==> src/rtl/addsub_serial_pkg.sv <==
// Shared encodings for the digit-serial adder/subtractor: FSM states and mode values.
package addsub_serial_pkg;

    typedef enum logic [1:0] {
        IDLE = 2'd0,
        RUN  = 2'd1,
        DONE = 2'd2
    } state_t;

    localparam logic MODE_ADD = 1'b0;
    localparam logic MODE_SUB = 1'b1;

endpackage

==> src/rtl/addsub_serial_digit.sv <==
// DIGIT-wide combinational ripple slice; c_msb is the carry entering the slice MSB.
module addsub_digit #(
    parameter int DIGIT = 4
) (
    input  logic [DIGIT-1:0] x,
    input  logic [DIGIT-1:0] y,
    input  logic             cin,
    output logic [DIGIT-1:0] sum,
    output logic             cout,
    output logic             c_msb
);

    logic [DIGIT:0] carry_s;

    // Bit-by-bit ripple through the slice
    always_comb begin
        carry_s    = '0;
        sum        = '0;
        carry_s[0] = cin;
        for (int i = 0; i < DIGIT; i++) begin
            sum[i]       = x[i] ^ y[i] ^ carry_s[i];
            carry_s[i+1] = (x[i] & y[i]) | (carry_s[i] & (x[i] ^ y[i]));
        end
    end

    assign cout  = carry_s[DIGIT];
    assign c_msb = carry_s[DIGIT-1];

endmodule

==> src/rtl/addsub_serial.sv <==
// Digit-serial A+B / A-B: one DIGIT-wide slice per cycle, LSB first, result held until taken.
module addsub_serial
    import addsub_serial_pkg::*;
#(
    parameter int WIDTH = 16,
    parameter int DIGIT = 4
) (
    input  logic             clk,
    input  logic             rst_n,
    input  logic             in_valid,
    output logic             in_ready,
    input  logic [WIDTH-1:0] a,
    input  logic [WIDTH-1:0] b,
    input  logic             m,
    output logic             out_valid,
    input  logic             out_ready,
    output logic [WIDTH-1:0] s,
    output logic             cout,
    output logic             ovf,
    output logic             zero
);

    localparam int NDIG  = WIDTH / DIGIT;
    localparam int IDX_W = (NDIG > 1) ? $clog2(NDIG) : 1;

    state_t             state_r;
    logic [WIDTH-1:0]   a_r;
    logic [WIDTH-1:0]   b_r;
    logic [WIDTH-1:0]   acc_r;
    logic               carry_r;
    logic [IDX_W-1:0]   idx_r;
    logic [WIDTH-1:0]   s_r;
    logic               cout_r;
    logic               ovf_r;
    logic               zero_r;
    logic               in_ready_r;
    logic               out_valid_r;

    logic [DIGIT-1:0]   dig_sum_s;
    logic               dig_cout_s;
    logic               dig_cmsb_s;
    logic [WIDTH-1:0]   acc_next_s;
    logic               last_s;

    addsub_digit #(.DIGIT(DIGIT)) u_digit (
        .x     (a_r[DIGIT-1:0]),
        .y     (b_r[DIGIT-1:0]),
        .cin   (carry_r),
        .sum   (dig_sum_s),
        .cout  (dig_cout_s),
        .c_msb (dig_cmsb_s)
    );

    // Result shift register enters from the top so the LSB slice ends up at bit 0
    always_comb begin
        acc_next_s                     = acc_r >> DIGIT;
        acc_next_s[WIDTH-1 -: DIGIT]   = dig_sum_s;
        last_s                         = (idx_r == IDX_W'(NDIG - 1));
    end

    // Control FSM with datapath and registered handshake/result outputs
    always_ff @(posedge clk or negedge rst_n) begin
        if (!rst_n) begin
            state_r     <= IDLE;
            a_r         <= '0;
            b_r         <= '0;
            acc_r       <= '0;
            carry_r     <= 1'b0;
            idx_r       <= '0;
            s_r         <= '0;
            cout_r      <= 1'b0;
            ovf_r       <= 1'b0;
            zero_r      <= 1'b0;
            in_ready_r  <= 1'b1;
            out_valid_r <= 1'b0;
        end else begin
            case (state_r)
                IDLE: begin
                    if (in_valid) begin
                        a_r        <= a;
                        b_r        <= b ^ {WIDTH{m}};
                        carry_r    <= (m == MODE_SUB);
                        idx_r      <= '0;
                        acc_r      <= '0;
                        state_r    <= RUN;
                        in_ready_r <= 1'b0;
                    end
                end
                RUN: begin
                    a_r     <= a_r >> DIGIT;
                    b_r     <= b_r >> DIGIT;
                    carry_r <= dig_cout_s;
                    acc_r   <= acc_next_s;
                    idx_r   <= idx_r + IDX_W'(1);
                    if (last_s) begin
                        s_r         <= acc_next_s;
                        cout_r      <= dig_cout_s;
                        ovf_r       <= dig_cout_s ^ dig_cmsb_s;
                        zero_r      <= (acc_next_s == '0);
                        state_r     <= DONE;
                        out_valid_r <= 1'b1;
                    end
                end
                DONE: begin
                    if (out_ready) begin
                        state_r     <= IDLE;
                        out_valid_r <= 1'b0;
                        in_ready_r  <= 1'b1;
                    end
                end
                default: begin
                    state_r     <= IDLE;
                    out_valid_r <= 1'b0;
                    in_ready_r  <= 1'b1;
                end
            endcase
        end
    end

    assign in_ready  = in_ready_r;
    assign out_valid = out_valid_r;
    assign s         = s_r;
    assign cout      = cout_r;
    assign ovf       = ovf_r;
    assign zero      = zero_r;

endmodule

==> config.mk <==
export PLATFORM = sky130hd
export DESIGN_NAME = addsub_serial
export DESIGN_NICKNAME = d
export VERILOG_FILES = /design/src/rtl/addsub_serial_pkg.sv /design/src/rtl/addsub_serial_digit.sv /design/src/rtl/addsub_serial.sv
export SDC_FILE = /design/constraint.sdc
export NUM_CORES = 1
export LEC_CHECK = 0
export ABC_CLOCK_PERIOD_IN_PS = 2370
export BUFFER_PORTS_ARGS = -buffer_cell sky130_fd_sc_hd__buf_2
export CAP_MARGIN = 20
export CORE_UTILIZATION = 45
export DETAILED_ROUTE_END_ITERATION = 8
export PLACE_DENSITY = 0.76
export SLEW_MARGIN = 20
export SYNTH_ARGS = -nofsm -noshare
export SYNTH_HDL_FRONTEND = slang
export SYNTH_SLANG_ARGS = --single-unit
==> constraint.sdc <==
create_clock -name clk -period 2.37 [get_ports clk]
set_input_delay 0.5925 -clock clk [delete_from_list [all_inputs] [get_ports clk]]
set_output_delay 0.5925 -clock clk [all_outputs]
set_load 0.005 [all_outputs]
==> results of run 1 <==
==> cell families (layout without fill, tap and decap cells) <==
| family | count (synthesis) | in the layout |
|---|---|---|
| adders and majority gates | 5 | 5 |
| xor gates and xnor gates | 17 | 17 |
| DFF | 70 | 70 |
| AOI/OAI and AO/OA | 113 | 113 |
| muxes | 14 | 14 |
| buffers and inverters | 32 | 96 |
| and+or+nand+nor | 62 | 62 |
==> per-layer routing <==
layer	up-vias	wire (µm)	track usage (%)
met2	71	3430	32.3
met4	0	76	4.91
li1	1228	-	-
met3	8	349	6.00
met1	1213	3260	26.2
met5	-	0	0
==> state kept, by name, summed over array words and instances, names as in the netlist <==
signal,cells
state_r,2
idx_r,2
b_r,16
a_r,16
zero,1
out_valid,1
cout,1
in_ready,1
ovf,1
acc_r,12
carry_r,1
s,16
==> final cells by class <==
cell class	instances	area share, %
Clock buffer	12	3.62
Tap cell	99	3.09
Timing Repair Buffer	74	10.7
Sequential cell	70	43.7
Clock inverter	2	0.250
Multi-Input combinational cell	211	37.9
Inverter	8	0.749
==> placed cells by master, fill, tap and decap left out, types with 6 or more instances in the layout <==
| cell type | synthesis | layout |
|---|---|---|
| a21oi_1 | 30 | 30 |
| dfrtp_1 | 69 | 69 |
| xor2_1 | 17 | 17 |
| nand2_1 | 17 | 17 |
| a22o_1 | 11 | 11 |
| buf_2 | 8 | 57 |
| mux2_4 | 9 | 9 |
| o21ai_0 | 9 | 6 |
| nor2b_1 | 28 | 27 |
| o21ai_1 | 31 | 33 |
| buf_4 | 5 | 15 |
| a22oi_1 | 22 | 22 |
| clkbuf_8 | 0 | 10 |
==> worst max path at each step <==
stage / startpoint / end / slack (ps)
after detailed placement: a_r[0]$_DFFE_PN0P_ / zero$_DFFE_PN0P_ / -130
after floorplan: a_r[0]$_DFFE_PN0P_ / zero$_DFFE_PN0P_ / 50
after CTS: a_r[0]$_DFFE_PN0P_ / zero$_DFFE_PN0P_ / -20
after global placement: a_r[0]$_DFFE_PN0P_ / zero$_DFFE_PN0P_ / -10
after global routing: b_r[0]$_DFFE_PN0P_ / zero$_DFFE_PN0P_ / -140
final: b_r[0]$_DFFE_PN0P_ / zero$_DFFE_PN0P_ / -50
==> timing repair <==
item | 4_1_cts | 5_1_grt
resized for setup | 6 | 10
pin swaps | 2 | 5
setup buffers | 1 | 3
endpoints found under the setup margin | 1 | 3
==> where the power goes <==
part	internal (mW)	switching, mW	leakage [nW]
Combinational	1.15	1.03	0.919
Sequential	1.69	0.407	0.902
Clock	0.394	0.404	0.0821
==> results.md, run 1 <==
* Max frequency at 413 MHz
* FP Rows at 31
* Final setup viols at 3
* Sequential area share after synthesis at 51.2%
* Status: complete, but fails checks
* Post-Syn Nets at 355
* GRT overflow at 0
* MaxCap Viol Count at 0
* Worst-skew pair later-pin latency at 340 ps
* IR drop worst, VDD at 485 µV
* R2R Path End: zero$_DFFE_PN0P_
* Placeable core area at 7290 µm²
* #FFs+latches synth at 70
* Pleak at 1.90 nW
* Area delta synth->final at 17.0%
* Final nets at 416
* Chip height at 89.3 µm
* Per-cell routed wire length at 14.9 µm
* Crit end category: flip-flop
* Post-DP HPWL at 4730 µm
* Synth top area share at 50.4%
* Clk slew on worst S/H paths at 60 ps
* Final WL at 7120 µm
* Sequential cell area at 1750 µm²
* Hold Crit Class: input pin to asynchronous set/reset pin
* Top_reg_cell synth: dfrtp_1
* Reg2reg start: b_r[0]$_DFFE_PN0P_
* Clock Skews at 11.2 ps
* H-tree depth at 3
* CP bufs+invs at 3
* Failing checks: negative setup slack
* Slew Viols, Final at 0
* Post-route DRC at 0
* Period utilization at 102%
* CTS tree: yes
* Post-synthesis instance total at 313
* Port Buf Inserts at 57
* Largest net degree at the start of global routing at 71
* CTS Sinks at 70
* CP startpoint kind: flip-flop
* Crit-path cells: inv_2 > fa_2 > inv_2 > fa_2 > fa_2 > inv_2 > fa_2 > nor4bb_4 > nand4_1 > o21ai_1
* WP data arrival at 2640 ps
* Via count at 2,520
* Root Driver: clkbuf_8
* PwrDens at 1260 nW/µm²
* Most used cell, CP: fa_2
* RSZ-0062 raised after global routing: true
* Vias in the first global route at 2,435
* ANT nets after route at 0
* Unique masters post-synth at 31
* Mapped Area at 3430 µm²
* Final Power at 5.07 mW
* Synth Area in XOR/XNOR at 4.35%
* Final Wtd Congestion at 0.764
* Critical path peak fanout at 2
* Syn Area/Cell at 10.9 µm²
* Top cells by count, synth: dfrtp_1 (69), o21ai_1 (31), a21oi_1 (30)
* # IOs at 58
* Cell count along the critical path at 10
* CP Class: flip-flop to flip-flop
* Initial DRC count at 91
* Adder-Cell Fraction of Synth Area at 2.70%
* Worst hold slack at 276 ps
* Synthesis Warnings at 0
* Setup slack at placement at -134 ps
* # hold bufs at CTS at 0
* Worst Tran Pin Value at 543 ps
* Post-synth top area cell: dfrtp_1
* Multi-input logic area at 1520 µm²
* Pre-antenna DRT Iters at 4
* Simple-gate share of the synthesized area at 10.3%
* DIE AREA at 7970 µm²
* CTS buffer count at 9
* Slowest stage cell, crit path: fa_2
* Cells on worst reg2reg path at 10
* Design area at 4010 µm²
* Largest family of logic cells by synthesized area: compound AO/OA/AOI/OAI gates
* Share of layout cells above drive strength 1 at 30.5%
* Post-route worst setup slack at -52.3 ps
* Fin cells at 476
* CP max stage delay at 440 ps
* Via density at 5.29
* Post-synthesis compound-gate area fraction at 20.4%
* Post-synth EDFFs at 0
* Fin. Hold Viols at 0
* Gr usage total at 19.9%
* Initial core utilization at 47.0%
* Setup TNS at -139 ps
* Req. time, crit path at 2590 ps
* Die W at 89.3 µm
* CTS max path bufs at 2
* Placed Cells at 458
* Period minus WS final at 2420 ps
* Fill cell count at 693
* Finished Core Util at 55.0%
* Top cells by area, synth: dfrtp_1 (50%), nor2b_1 (5.1%), a22oi_1 (4.8%)
* Post-synthesis mux area share at 5.59%
* Slew headroom at 63.8%
* Antenna cell count at 0
* R2R setup slack at -50 ps
* Count leader, synth: dfrtp_1
* Async set-or-reset flop fraction in the synthesized netlist at 100%
* First-pass GRT wire length at 11,900 µm
* Placed inst area at 3790 µm²
* CP delay by family, top: adder cells
* Initial antenna violation count at 0
Note: power is estimated with default switching activity, not from simulation.
==> run 2: changes to the inputs <==
--- a/config.mk
+++ b/config.mk
@@ -11,6 +11,7 @@
 export CORE_UTILIZATION = 45
 export DETAILED_ROUTE_END_ITERATION = 8
 export PLACE_DENSITY = 0.76
+export REMOVE_ABC_BUFFERS = 1
 export SLEW_MARGIN = 20
 export SYNTH_ARGS = -nofsm -noshare
 export SYNTH_HDL_FRONTEND = slang
==> run 2 against run 1 <==
Compared with the run above:
- the run still ends with negative setup slack left
- sequential power hardly changed
- first-iteration DRC count is 6.6% higher
- total power up 1.0%
- global-route usage up 0.18 points
- sequential share of layout area shrank 0.43 points
- sequential cell count did not move
- critical path type unchanged
==> results.md, run 2 (same netlist as run 1, synthesis figures left out) <==
* GRT overflow at 0 (unchanged)
* Area delta synth->final at 18.2%
* CP max stage delay at 490 ps (+50 ps)
* Hold Crit Class: input pin to asynchronous set/reset pin
* WP data arrival at 2640 ps (about the same)
* CP delay by family, top: adder cells
* CP Class: flip-flop to flip-flop
* H-tree depth at 3 (unchanged)
* Leading cell type in the layout, fill and taps excluded: dfrtp_1
* Final WL at 7270 µm (+2.2%)
* Gr usage total at 20.0% (+0.18 points)
* Final Wtd Congestion at 0.744 (-2.6%)
* Top Usage Layer GRT: met2
* Cells on worst reg2reg path at 10 (unchanged)
* CTS tree: yes
* Clk slew on worst S/H paths at 80 ps (+20 ps)
* DIE AREA at 7970 µm² (unchanged)
* CTS max path bufs at 2 (unchanged)
* ANT nets after route at 0 (unchanged)
* Largest net degree at the start of global routing at 39 (-45%)
* Placeable core area at 7290 µm² (unchanged)
* Per-cell routed wire length at 15.2 µm (+1.8%)
* Status: complete, but fails checks
* Crit end category: flip-flop
* Post-route DRC at 0 (unchanged)
* CP startpoint kind: flip-flop
* PwrDens at 1260 nW/µm² (about the same)
* Antenna cell count at 0 (unchanged)
* Chip height at 89.3 µm (unchanged)
* Port Buf Inserts at 57 (unchanged)
* Critical Path Start: a_r[0]$_DFFE_PN0P_
* Req. time, crit path at 2640 ps (+50 ps)
* Fin. Hold Viols at 0 (unchanged)
* Initial core utilization at 47.0% (unchanged)
* Design area at 4050 µm² (+1.0%)
* MaxCap Viol Count at 0 (unchanged)
* GR Util met2 at 31.6% (-0.62 points)
* Root Driver: clkbuf_8
* Initial antenna violation count at 0 (unchanged)
* Final nets at 416 (unchanged)
* Pre-antenna DRT Iters at 4 (unchanged)
* Placed Cells at 460 (+0.44%)
* Pleak at 1.92 nW (+0.89%)
* Slowest stage cell, crit path: fa_1
* Share of layout cells above drive strength 1 at 30.9% (+0.37 points)
* Grt met1 use at 27.6% (+1.4 points)
* Most frequent cells in the layout: dfrtp_1 (69), buf_2 (57), o21ai_1 (31)
* Placed inst area at 3820 µm² (+0.73%)
* Period utilization at 100% (-2.0 points)
* CTS buffer count at 9 (unchanged)
* R2R setup slack at -5 ps (+50 ps)
* RSZ-0062 raised after global routing: true
* Worst-skew pair later-pin latency at 350 ps (about the same)
* IR drop worst, VDD at 599 µV (+24%)
* # hold bufs at CTS at 0 (unchanged)
* Post-DP HPWL at 4860 µm (+2.8%)
* Via count at 2,571 (+2.0%)
* FP Rows at 31 (unchanged)
* First-pass GRT wire length at 12,000 µm (+0.81%)
* CTS Sinks at 70 (unchanged)
* Grt met3 use at 3.69% (-2.3 points)
* # IOs at 58 (unchanged)
* Critical path peak fanout at 2 (unchanged)
* Via density at 5.38 (+1.6%)
* Post-route worst setup slack at -4.70 ps (+47.6 ps)
* Period minus WS final at 2370 ps (-47.6 ps)
* CP bufs+invs at 3 (unchanged)
* Worst Tran Pin Value at 638 ps (+94.4 ps)
* Clock Skews at 8.75 ps (-2.43 ps)
* Fin cells at 478 (+0.42%)
* Final setup viols at 1 (-2)
* Vias in the first global route at 2,481 (+1.9%)
* Crit-path cells: inv_2 > fa_2 > inv_2 > fa_2 > fa_2 > inv_2 > fa_1 > nor4bb_2 > nand4_1 > o21ai_2
* Reg2reg start: a_r[0]$_DFFE_PN0P_
* Slew Viols, Final at 0 (unchanged)
* Initial DRC count at 97 (+6.6%)
* Slew headroom at 57.3% (-6.5 points)
* Max frequency at 421 MHz (+2.0%)
* Failing checks: negative setup slack
* Die W at 89.3 µm (unchanged)
* R2R Path End: zero$_DFFE_PN0P_
run 2: cell types whose count changed in the layout (fill, tap and decap cells not counted), moves of 2 or more:
| cell | change |
|---|---|
| o21ai_0 | +2 |
| clkinv_4 | +2 |
| clkbuf_1 | -2 |
| o21ai_1 | -2 |
run 2: area by class of cell:
type	instances	area [µm²]
Fill cell	669	3240
Sequential cell	70	1750
Multi-Input combinational cell	211	1510
Timing Repair Buffer	74	438
Clock buffer	9	124
Tap cell	99	124
Clock inverter	7	73.8
Inverter	8	30.0
run 2: repair_timing:
action / in CTS / in global routing
setup buffers: 1 / 1
resized for setup: 9 / 1
hold endpoints to repair: 0 / 0
pin swaps: 2 / 1
setup endpoints to repair: 3 / 2
run 2: power by group:
group / switching (mW) / total (mW) / internal, mW
Sequential: 0.385 / 2.07 / 1.69
Clock: 0.476 / 0.966 / 0.489
Combinational: 1.01 / 2.09 / 1.07
Total: 1.87 / 5.12 / 3.25
run 2: through the flow:
step           util, %  hold WS, ps  setup WS [ps]  power (mW)  TNS [ps]
2_1_floorplan        -          297           -187        3.32     -6170
3_3_place_gp      52.4          457          -21.9        4.02     -21.9
3_5_place_dp      52.4          472           -112        4.11      -112
4_1_cts           55.4          231          -5.84        5.14     -5.84
5_1_grt           55.5          252           -145        5.51      -158
6_report          55.5          217          -4.70        5.12     -4.70
run 2: how the worst max path moves through the flow:
stage,end,cells past startpoint
6_report,zero$_DFFE_PN0P_,10
5_1_grt,zero$_DFFE_PN0P_,10
4_1_cts,zero$_DFFE_PN0P_,10
3_5_place_dp,zero$_DFFE_PN0P_,10
3_3_place_gp,zero$_DFFE_PN0P_,10
2_1_floorplan,acc_r[10]$_DFFE_PN0P_,2
run 2: routing by layer:
metal | part of all wire (%) | up-vias
li1 | - | 1227
met1 | 46 | 1261
met2 | 50 | 77
met3 | 4.2 | 6
met4 | 0.65 | 0
met5 | 0 | -
